File: src/rtl/csr_rmw_ctrl.sv
// csr_rmw_ctrl: sequences CSR read-modify-write ops (and vsetvl when CSR_VSETVL_EN is defined)
// against an external CSR file whose read data follows the registered read address by one cycle.
//
// state | meaning
// IDLE  | waiting for start; illegal funct3 / unsupported vset rejected here
// RD    | read address presented (vset: read back VL_ADDR, then report vl)
// CAP   | old value captured (vset: done pulse with new vl)
// WR    | write strobe + done, or illegal for a write to a read-only CSR (vset: first step)
module csr_rmw_ctrl #(
  parameter logic [11:0] VL_ADDR = 12'hC20,
  parameter logic [8:0]  MAX_VL  = 9'd256
) (
  input  logic        clk,
  input  logic        rst,
  input  logic        start,
  input  logic [2:0]  funct3,
  input  logic [11:0] csr_addr,
  input  logic [31:0] rs1_data,
  input  logic [4:0]  rs1_idx,
  input  logic        is_vset,
  input  logic        freeze,
  input  logic [31:0] csr_rddata,
  output logic [11:0] csr_adr_rd,
  output logic [11:0] csr_adr_wr,
  output logic [31:0] csr_wrdata,
  output logic        csr_wr_en,
  output logic        busy,
  output logic        done,
  output logic [31:0] rd_data,
  output logic        illegal
);

  typedef enum logic [1:0] {S_IDLE, S_RD, S_CAP, S_WR} state_t;

`ifdef CSR_VSETVL_EN
  localparam bit VSET_EN = 1'b1;
`else
  localparam bit VSET_EN = 1'b0;
`endif

  state_t      r_state;
  state_t      w_state_nxt;

  logic [2:0]  r_funct3;
  logic [11:0] r_addr;
  logic [31:0] r_rs1_data;
  logic [4:0]  r_rs1_idx;
  logic        r_vset;
  logic [31:0] r_old;
  logic [31:0] w_old_nxt;

  logic [11:0] r_adr_rd;
  logic [11:0] r_adr_wr;
  logic [31:0] r_wrdata;
  logic [31:0] r_rd_data;
  logic        r_wr_en;
  logic        r_done;
  logic        r_illegal;
  logic        r_busy;

  logic [11:0] w_adr_rd_nxt;
  logic [11:0] w_adr_wr_nxt;
  logic [31:0] w_wrdata_nxt;
  logic [31:0] w_rd_data_nxt;
  logic        w_wr_en_nxt;
  logic        w_done_nxt;
  logic        w_illegal_nxt;

  logic        w_accept;
  logic        w_hold;
  logic [31:0] w_operand;
  logic [31:0] w_new;
  logic        w_writes;
  logic        w_ro;
  logic [8:0]  w_vl;

  assign w_accept  = (r_state == S_IDLE) && start && !freeze;
  assign w_hold    = (r_state != S_IDLE) && freeze;
  assign w_operand = r_funct3[2] ? {27'd0, r_rs1_idx} : r_rs1_data;
  assign w_writes  = (r_funct3[1:0] == 2'b01) || (r_rs1_idx != 5'd0);
  assign w_ro      = (r_addr[11:10] == 2'b11);
  assign w_vl      = (r_rs1_data == 32'd0) ? MAX_VL : csr_rddata[8:0];

  always_comb begin
    w_new = w_operand;
    case (r_funct3[1:0])
      2'b10:   w_new = r_old | w_operand;
      2'b11:   w_new = r_old & ~w_operand;
      default: w_new = w_operand;
    endcase
  end

  always_comb begin
    w_state_nxt   = r_state;
    w_adr_rd_nxt  = r_adr_rd;
    w_adr_wr_nxt  = r_adr_wr;
    w_wrdata_nxt  = r_wrdata;
    w_rd_data_nxt = r_rd_data;
    w_old_nxt     = r_old;
    w_wr_en_nxt   = 1'b0;
    w_done_nxt    = 1'b0;
    w_illegal_nxt = 1'b0;

    if (w_hold) begin
      w_wr_en_nxt   = r_wr_en;
      w_done_nxt    = r_done;
      w_illegal_nxt = r_illegal;
    end else begin
      case (r_state)
        S_IDLE: begin
          if (w_accept) begin
            if (is_vset) begin
              if (VSET_EN) begin
                w_state_nxt  = S_WR;
                w_wr_en_nxt  = 1'b1;
                w_adr_wr_nxt = VL_ADDR;
                w_wrdata_nxt = rs1_data;
              end else begin
                w_illegal_nxt = 1'b1;
              end
            end else if (funct3[1:0] == 2'b00) begin
              w_illegal_nxt = 1'b1;
            end else begin
              w_state_nxt  = S_RD;
              w_adr_rd_nxt = csr_addr;
            end
          end
        end
        S_RD: begin
          w_state_nxt = S_CAP;
          if (r_vset) begin
            w_done_nxt    = 1'b1;
            w_rd_data_nxt = {23'd0, w_vl};
          end else begin
            w_old_nxt = csr_rddata;
          end
        end
        S_CAP: begin
          if (r_vset) begin
            w_state_nxt = S_IDLE;
          end else begin
            w_state_nxt = S_WR;
            if (w_ro && w_writes) begin
              w_illegal_nxt = 1'b1;
            end else begin
              w_wr_en_nxt   = w_writes;
              w_done_nxt    = 1'b1;
              w_rd_data_nxt = r_old;
              w_adr_wr_nxt  = r_addr;
              w_wrdata_nxt  = w_new;
            end
          end
        end
        S_WR: begin
          if (r_vset) begin
            w_state_nxt  = S_RD;
            w_adr_rd_nxt = VL_ADDR;
          end else begin
            w_state_nxt = S_IDLE;
          end
        end
        default: w_state_nxt = S_IDLE;
      endcase
    end
  end

  always_ff @(posedge clk) begin
    if (rst) begin
      r_state   <= S_IDLE;
      r_adr_rd  <= '0;
      r_adr_wr  <= '0;
      r_wrdata  <= '0;
      r_rd_data <= '0;
      r_old     <= '0;
      r_wr_en   <= 1'b0;
      r_done    <= 1'b0;
      r_illegal <= 1'b0;
      r_busy    <= 1'b0;
    end else begin
      r_state   <= w_state_nxt;
      r_adr_rd  <= w_adr_rd_nxt;
      r_adr_wr  <= w_adr_wr_nxt;
      r_wrdata  <= w_wrdata_nxt;
      r_rd_data <= w_rd_data_nxt;
      r_old     <= w_old_nxt;
      r_wr_en   <= w_wr_en_nxt;
      r_done    <= w_done_nxt;
      r_illegal <= w_illegal_nxt;
      r_busy    <= (w_state_nxt != S_IDLE);
    end
  end

  always_ff @(posedge clk) begin
    if (rst) begin
      r_funct3   <= '0;
      r_addr     <= '0;
      r_rs1_data <= '0;
      r_rs1_idx  <= '0;
      r_vset     <= 1'b0;
    end else if (w_accept) begin
      r_funct3   <= funct3;
      r_addr     <= csr_addr;
      r_rs1_data <= rs1_data;
      r_rs1_idx  <= rs1_idx;
      r_vset     <= is_vset;
    end
  end

  // Strobes stay registered and held through a stall, but are masked so a frozen cycle never writes or completes.
  assign csr_wr_en  = r_wr_en & ~freeze;
  assign done       = r_done & ~freeze;
  assign csr_adr_rd = r_adr_rd;
  assign csr_adr_wr = r_adr_wr;
  assign csr_wrdata = r_wrdata;
  assign rd_data    = r_rd_data;
  assign illegal    = r_illegal;
  assign busy       = r_busy;

endmodule

File: config.mk
export PLATFORM = sky130hd
export DESIGN_NAME = csr_rmw_ctrl
export DESIGN_NICKNAME = d
export VERILOG_FILES = /design/src/rtl/csr_rmw_ctrl.sv
export SDC_FILE = /design/constraint.sdc
export NUM_CORES = 1
export LEC_CHECK = 0
export CAP_MARGIN = 20
export CORE_MARGIN = 2
export CORE_UTILIZATION = 35
export DETAILED_ROUTE_END_ITERATION = 12
export REMOVE_ABC_BUFFERS = 1
export SYNTH_ARGS = -nofsm -noshare
export SYNTH_HDL_FRONTEND = slang
export SYNTH_SLANG_ARGS = --single-unit
export TNS_END_PERCENT = 5
File: constraint.sdc
create_clock -name clk -period 4.53 [get_ports clk]
set_input_delay 0.6795 -clock clk [delete_from_list [all_inputs] [get_ports clk]]
set_output_delay 0.6795 -clock clk [all_outputs]
set_load 0.02 [all_outputs]
==> results of run 1 <==
## cells by family (layout without fill, tap and decap cells)
logic type | count (synthesis) | in the layout | synth area share
flip-flops | 179 | 179 | 0.501
buffers and inverters | 76 | 230 | 0.0444
AND/OR/NAND/NOR | 435 | 435 | 0.268
multiplexers | 5 | 5 | 0.00699
AO/OA/AOI/OAI | 204 | 204 | 0.172
adder cells (fa/ha/maj) | 4 | 4 | 0.00699
## worst register-to-register path, stage by stage, from the launching register on
cell	delay, ps
dfxtp_1	340
or4_4	550
or3_4	370
o311ai_4	820
buf_4	440
nand3_1	120
a21oi_1	180
## layout make-up
type,instances,area (sq um),area share
clock buffer,18,439,0.0451
clock inverter,13,150,0.0154
multi-input combinational,648,3290,0.338
tap,270,338,0.0347
sequential,179,3580,0.368
inverter,4,15.0,0.00154
timing repair buffer,195,1920,0.197
## sequential cells by signal (all words and copies together) (netlist names)
| register | flops |
|---|---|
| r_vset | 1 |
| illegal | 1 |
| r_done | 1 |
| busy | 1 |
| csr_wrdata | 32 |
| r_wr_en | 1 |
| r_old | 32 |
| rd_data | 32 |
| r_funct3 | 3 |
| r_state | 2 |
| r_rs1_idx | 5 |
| r_rs1_data | 32 |
| csr_adr_wr | 12 |
| r_addr | 12 |
| csr_adr_rd | 12 |
## worst paths after layout
check	slack (ps)	end	cells after the start
max reg2reg	1640	rd_data[22]$_SDFFE_PP0P_	6
min reg2reg	440	csr_adr_wr[8]$_SDFFE_PP0P_	2
max	1520	rd_data[22]$_SDFFE_PP0P_	7
min	440	csr_adr_wr[8]$_SDFFE_PP0P_	2
## placed cells by master, fill, tap and decap left out, types with 5 or more instances in the layout
master and n:
nand2_1 224, dfxtp_1 179, clkdlybuf4s50_1 179, a21oi_1 135, nor2_1 80, nand2b_1 38, nor3_1 29, a311oi_1 27
nand3_1 24, clkbuf_16 17, buf_4 15, a211oi_1 14, nand3b_1 10, nor4_1 8, nor2b_1 7, a22oi_1 7
mux2i_1 5, o21ai_0 5, clkinv_4 5
## metrics by stage
step	hold WS (ps)	area, sq um	power [W]
global placement	439	9140	0.00209
floorplan	421	6850	0.00187
finish	442	9730	0.00354
CTS	443	9730	0.00357
global route	462	9730	0.00367
detailed placement	443	9140	0.00209
## per-layer routing
layer / wire length (microns) / global-route usage / vias up
met5: 8 / 0 / -
li1: - / - / 3352
met3: 1010 / 0.0342 / 28
met4: 393 / 0.0673 / 2
met2: 10500 / 0.328 / 170
met1: 10000 / 0.262 / 3143
## cell usage after synthesis, types with 2 or more instances
cell type	instances
inv_1	4
a211oi_1	15
nor2b_1	7
dfxtp_1	179
o21ai_0	5
nand3b_1	10
a311oi_1	27
or2_2	2
a31oi_1	4
nand3_1	24
nor4_1	8
o311a_1	2
nand2_1	224
a22oi_1	7
a21oi_1	135
clkbuf_1	63
nor2_1	82
nor3_1	29
buf_2	5
nand2b_1	38
buf_6	3
and4_1	2
ha_1	4
mux2i_1	5
## power groups by stage
stage / combinational [W] / sequential, W / clock (W)
after floorplan: 0.000155 / 0.00172 / 0
after global placement: 0.000383 / 0.00171 / 0
after detailed placement: 0.000386 / 0.00171 / 0
after CTS: 0.000388 / 0.00167 / 0.00151
after global routing: 0.000418 / 0.00168 / 0.00157
final: 0.000384 / 0.00167 / 0.00149
==> summary.txt, run 1 <==
Route
  – 1st-pass router iterations: 5
  – DR vias: 6695
  – Vias per cell: 5.05
  – Drt wl/cell: 16.5 microns
  – DRT Wirelength: 21900 microns
  – DRC Markers: 0
  – Antenna Nets Post-Route: 0
  – Iteration-0 DRC Markers: 391

Power
  – Seq pwr share: 0.471
  – Power Density: 364 nW/um^2
  – LEAKAGE: 3.31 nW
  – Cell Int Power: 0.00263 W
  – Switching share of power: 0.256
  – Gate power share: 0.109
  – Switch Pwr: 0.000908 W
  – Clk pwr share: 0.420
  – Worst IR drop on VDD: 250 uV

Floorplan
  – Die ar.: 21600 sq um
  – Chip Height: 147 microns
  – Die span in x: 147 microns
  – Cell Rows: 52
  – Initial Util: 0.355
  – Top Ports: 181
  – Core ar.: 20200 sq um

Synth
  – Number of enable flip-flop cells after synthesis: 0
  – Synth area leaders: dfxtp_1 (50%), nand2_1 (12%), a21oi_1 (9.4%)
  – Dominant cell type by area after synthesis: dfxtp_1
  – Asr flop ratio synth: 0
  – Predominant post-synthesis flop cell: dfxtp_1
  – Post-synth design cell area: 7160 sq um
  – Synth top area share: 0.501
  – Syn. warnings: 0
  – Post-synthesis cell count: 903
  – Synthesized area per cell: 7.92 sq um
  – Unique cell type count in the Yosys netlist: 43
  – Number of synthesized register bits: 179
  – Seq/Total Area, Yosys: 0.501

STA
  – Slew HR: 0.303
  – RSZ-0062 raised after global routing: no
  – Period utilization: 0.666
  – Fmax: 332 MHz
  – Worst Skew: 11.9 ps
  – # setup viols final: 0
  – Final WS setup: 1520 ps
  – Max-slew violations: 0
  – Worst-Margin Slew: 1050 ps
  – Fin. Hold Viols: 0
  – Crit path time final: 3010 ps
  – Final setup TNS: 0 ps

Status
  – Run status: complete, no violations

Clock network
  – Setup Buffers After CTS: 0
  – Hold buffer count at cts: 0
  – Htree depth: 4
  – Root Buffer: clkbuf_16
  – Clk_lat worst skew: 430 ps
  – Clock buffer count from CTS: 17
  – Clock sink count: 179
  – CTS resizes: 0
  – Clock Pin Slew Worst Setup and Hold Paths: 70 ps
  – Longest Clk Path Bufs: 2
  – CTS tree: built

Placed design
  – GPL Wtd Cong: 0.759
  – Detailed placement HPWL: 14000 microns
  – Inst Count DP: 1296
  – I/O Buffers: 180
  – Pre-CTS setup slack: 1080 ps

Finish
  – N_diodes: 0
  – Share of cells above drive strength 1: 0.0568
  – Layout Cells excl Fill: 1327
  – Final core utilization: 0.483
  – Fillers: 2014
  – Layout Nets: 1138
  – Synthesis-to-finish area growth: 36.0%

Min path
  – Hold path start: r_addr[8]$_SDFFE_PP0P_
  – Worst hold path class: flip-flop to flip-flop

Worst setup path
  – Crit Path Category: input port to flip-flop
  – Slowest CP cell: o311ai_4
  – WP data arrival: 3360 ps
  – CP Launch Type: input port
  – CP startpoint: freeze
  – Largest delay contributor family on the critical path: buffers and inverters
  – WP data required: 4880 ps
  – Worst-path cell chain: clkdlybuf4s50_1 > nand2b_1 > nand2_1 > o311ai_4 > buf_4 > nand3_1 > a21oi_1
  – R2R Path Start: r_rs1_idx[4]$_SDFFE_PP0P_
  – WP buf/inv: 2
  – CP endpoint kind: flip-flop
  – Crit Path Max Fanout: 20
  – Crit path largest cell delay: 840 ps

GRT
  – Pin count of the biggest net entering global routing: 118
  – Initial antenna violation count: 0
  – GR Util All Layers: 0.198
  – First-pass GRT wire length: 33900 microns
  – Grt total ovfl: 0
  – Vias in the first global route: 6281

Job
  – Maxcap violations: 0
No activity file was read; power rests on OpenSTA's default activity.
==> inputs of run 2 (changes only) <==
==> constraint.sdc (replaced) <==
create_clock -name clk -period 2.6 [get_ports clk]
set_input_delay 0.39 -clock clk [delete_from_list [all_inputs] [get_ports clk]]
set_output_delay 0.39 -clock clk [all_outputs]
set_load 0.02 [all_outputs]
==> run 2 against run 1 <==
Clock-buffer cell count did not move. Flip-flop and latch count unchanged. Highest routed layer is now met4. Worst setup slack lost 1300 ps. Sequential power grew 74%. Worst hold slack worse by 42 ps. First-iteration DRC count is 1.5% lower. Register-to-register slack lost 1400 ps. Clock power increased by 100%. Combinational power grew 79%.
==> summary.txt, run 2 (synthesis gave the netlist of run 1 again) <==
Worst setup path
  – CP Launch Type: flip-flop
  – WP data arrival: 2670 ps
  – CP endpoint kind: flip-flop
  – FF-to-FF setup slack: 210 ps
  – Crit Path Category: flip-flop to flip-flop
  – WP data required: 2880 ps
  – Slowest CP cell: or4_4
  – Worst-path cell chain: or4_4 > or3_4 > o311a_1 > buf_4 > nand2_1 > a21oi_1
  – Crit Path Max Fanout: 16
  – Crit path largest cell delay: 550 ps

Power
  – Cell Int Power: 0.00500 W
  – Clk pwr share: 0.454
  – Power Density: 660 nW/um^2
  – Gate power share: 0.104
  – Worst IR drop on VDD: 420 uV
  – Seq pwr share: 0.442
  – Switching share of power: 0.240
  – Total Power: 0.00658 W
  – Switch Pwr: 0.00158 W
  – LEAKAGE: 3.44 nW

Finish
  – Share of cells above drive strength 1: 0.0700
  – Area of the multi-input gates: 3290 sq um
  – Leading cell types in the layout, fill and taps excluded: nand2_1 (224), dfxtp_1 (179), clkdlybuf4s50_1 (179)
  – N_diodes: 0
  – Commonest non-fill, non-tap cell in the layout: nand2_1
  – Layout Nets: 1152
  – FF+latch area: 3580 sq um
  – Final core utilization: 0.494
  – Synthesis-to-finish area growth: 39.4%
  – Fillers: 1959

Clock network
  – Root Buffer: clkbuf_16
  – Longest Clk Path Bufs: 2
  – Clk_lat worst skew: 430 ps
  – Clock buffer count from CTS: 17
  – Hold buffer count at cts: 0
  – CTS resizes: 0
  – Clock sink count: 179
  – Setup Buffers After CTS: 0
  – Htree depth: 4
  – Clock Pin Slew Worst Setup and Hold Paths: 70 ps
  – CTS tree: built

Placed design
  – GPL Wtd Cong: 0.776
  – I/O Buffers: 180
  – Detailed placement HPWL: 14700 microns

STA
  – # setup viols final: 0
  – Slew HR: 0.370
  – Worst-Margin Slew: 945 ps
  – Crit path time final: 2390 ps
  – Max-slew violations: 0
  – Fmax: 419 MHz
  – Fin. Hold Viols: 0
  – RSZ-0062 raised after global routing: no
  – Period utilization: 0.918
  – Worst Skew: 12.1 ps

GRT
  – Vias in the first global route: 6506
  – Pin count of the biggest net entering global routing: 67
  – Grt total ovfl: 0
  – GR Util All Layers: 0.204
  – Initial antenna violation count: 0
  – First-pass GRT wire length: 34900 microns

Route
  – 1st-pass router iterations: 5
  – Drt wl/cell: 16.6 microns
  – DRT Wirelength: 22200 microns
  – Iteration-0 DRC Markers: 385
  – DRC Markers: 0
  – DR vias: 6787
  – Vias per cell: 5.06
  – Antenna Nets Post-Route: 0

Floorplan
  – Initial Util: 0.355
  – Die span in x: 147 microns
  – Chip Height: 147 microns
  – Top Ports: 181
  – Cell Rows: 52
  – Core ar.: 20200 sq um
  – Die ar.: 21600 sq um

Job
  – Maxcap violations: 0

Min path
  – Worst hold path class: input port to flip-flop

Status
  – Run status: complete, no violations
-- run 2: worst paths after layout --
check,from,endpoint,depth (start not counted)
worst min register to register,r_done$_SDFFE_PP0N_,r_done$_SDFFE_PP0N_,2
worst max-delay path,r_rs1_idx[4]$_SDFFE_PP0P_,rd_data[30]$_SDFFE_PP0P_,6
worst max register to register,r_rs1_idx[4]$_SDFFE_PP0P_,rd_data[30]$_SDFFE_PP0P_,6
worst min-delay path,rst,r_done$_SDFFE_PP0N_,2
-- run 2: area by class of cell --
class | instances | share of cell area
flip-flops and latches | 179 | 0.359
multi-input cells | 648 | 0.330
repair buffers | 209 | 0.206
clock buffers | 18 | 0.0440
well taps | 270 | 0.0339
clock inverters | 14 | 0.0247
inverters | 4 | 0.00151
-- run 2: metrics by stage --
step                setup TNS (ps)  instance area (sq um)  hold slack (ps)  setup WS, ps  std cells
CTS                              0                   9970              406           215       1342
global route                     0                   9970              420          64.5       1342
floorplan                   -66990                   6850              421          -984        831
global placement                 0                   9290              436           209       1310
finish                           0                   9970              399           212       1342
detailed placement               0                   9290              439           176       1310
-- run 2: power by group through the flow --
stage          logic (W)  clock network [W]  registers (W)
2_1_floorplan   0.000271                  0        0.00299
3_3_place_gp    0.000689                  0        0.00297
3_5_place_dp    0.000690                  0        0.00297
4_1_cts         0.000694            0.00304        0.00291
5_1_grt         0.000755            0.00314        0.00292
6_report        0.000687            0.00299        0.00291
-- run 2: per-layer routing --
metal / GRT usage / vias to the layer above / part of all wire
li1: - / 3383 / -
met3: 0.0373 / 19 / 0.051
met5: 0 / - / 0
met2: 0.359 / 180 / 0.50
met1: 0.257 / 3205 / 0.44
met4: 0.0577 / 0 / 0.012
-- run 2: critical path: cells and delay by family, from the launching register on --
kind | cells | cell delay (ps)
AO/OA/AOI/OAI | 2 | 610
buffers and inverters | 1 | 300
flip-flops | 1 | 330
AND/OR/NAND/NOR | 3 | 1000
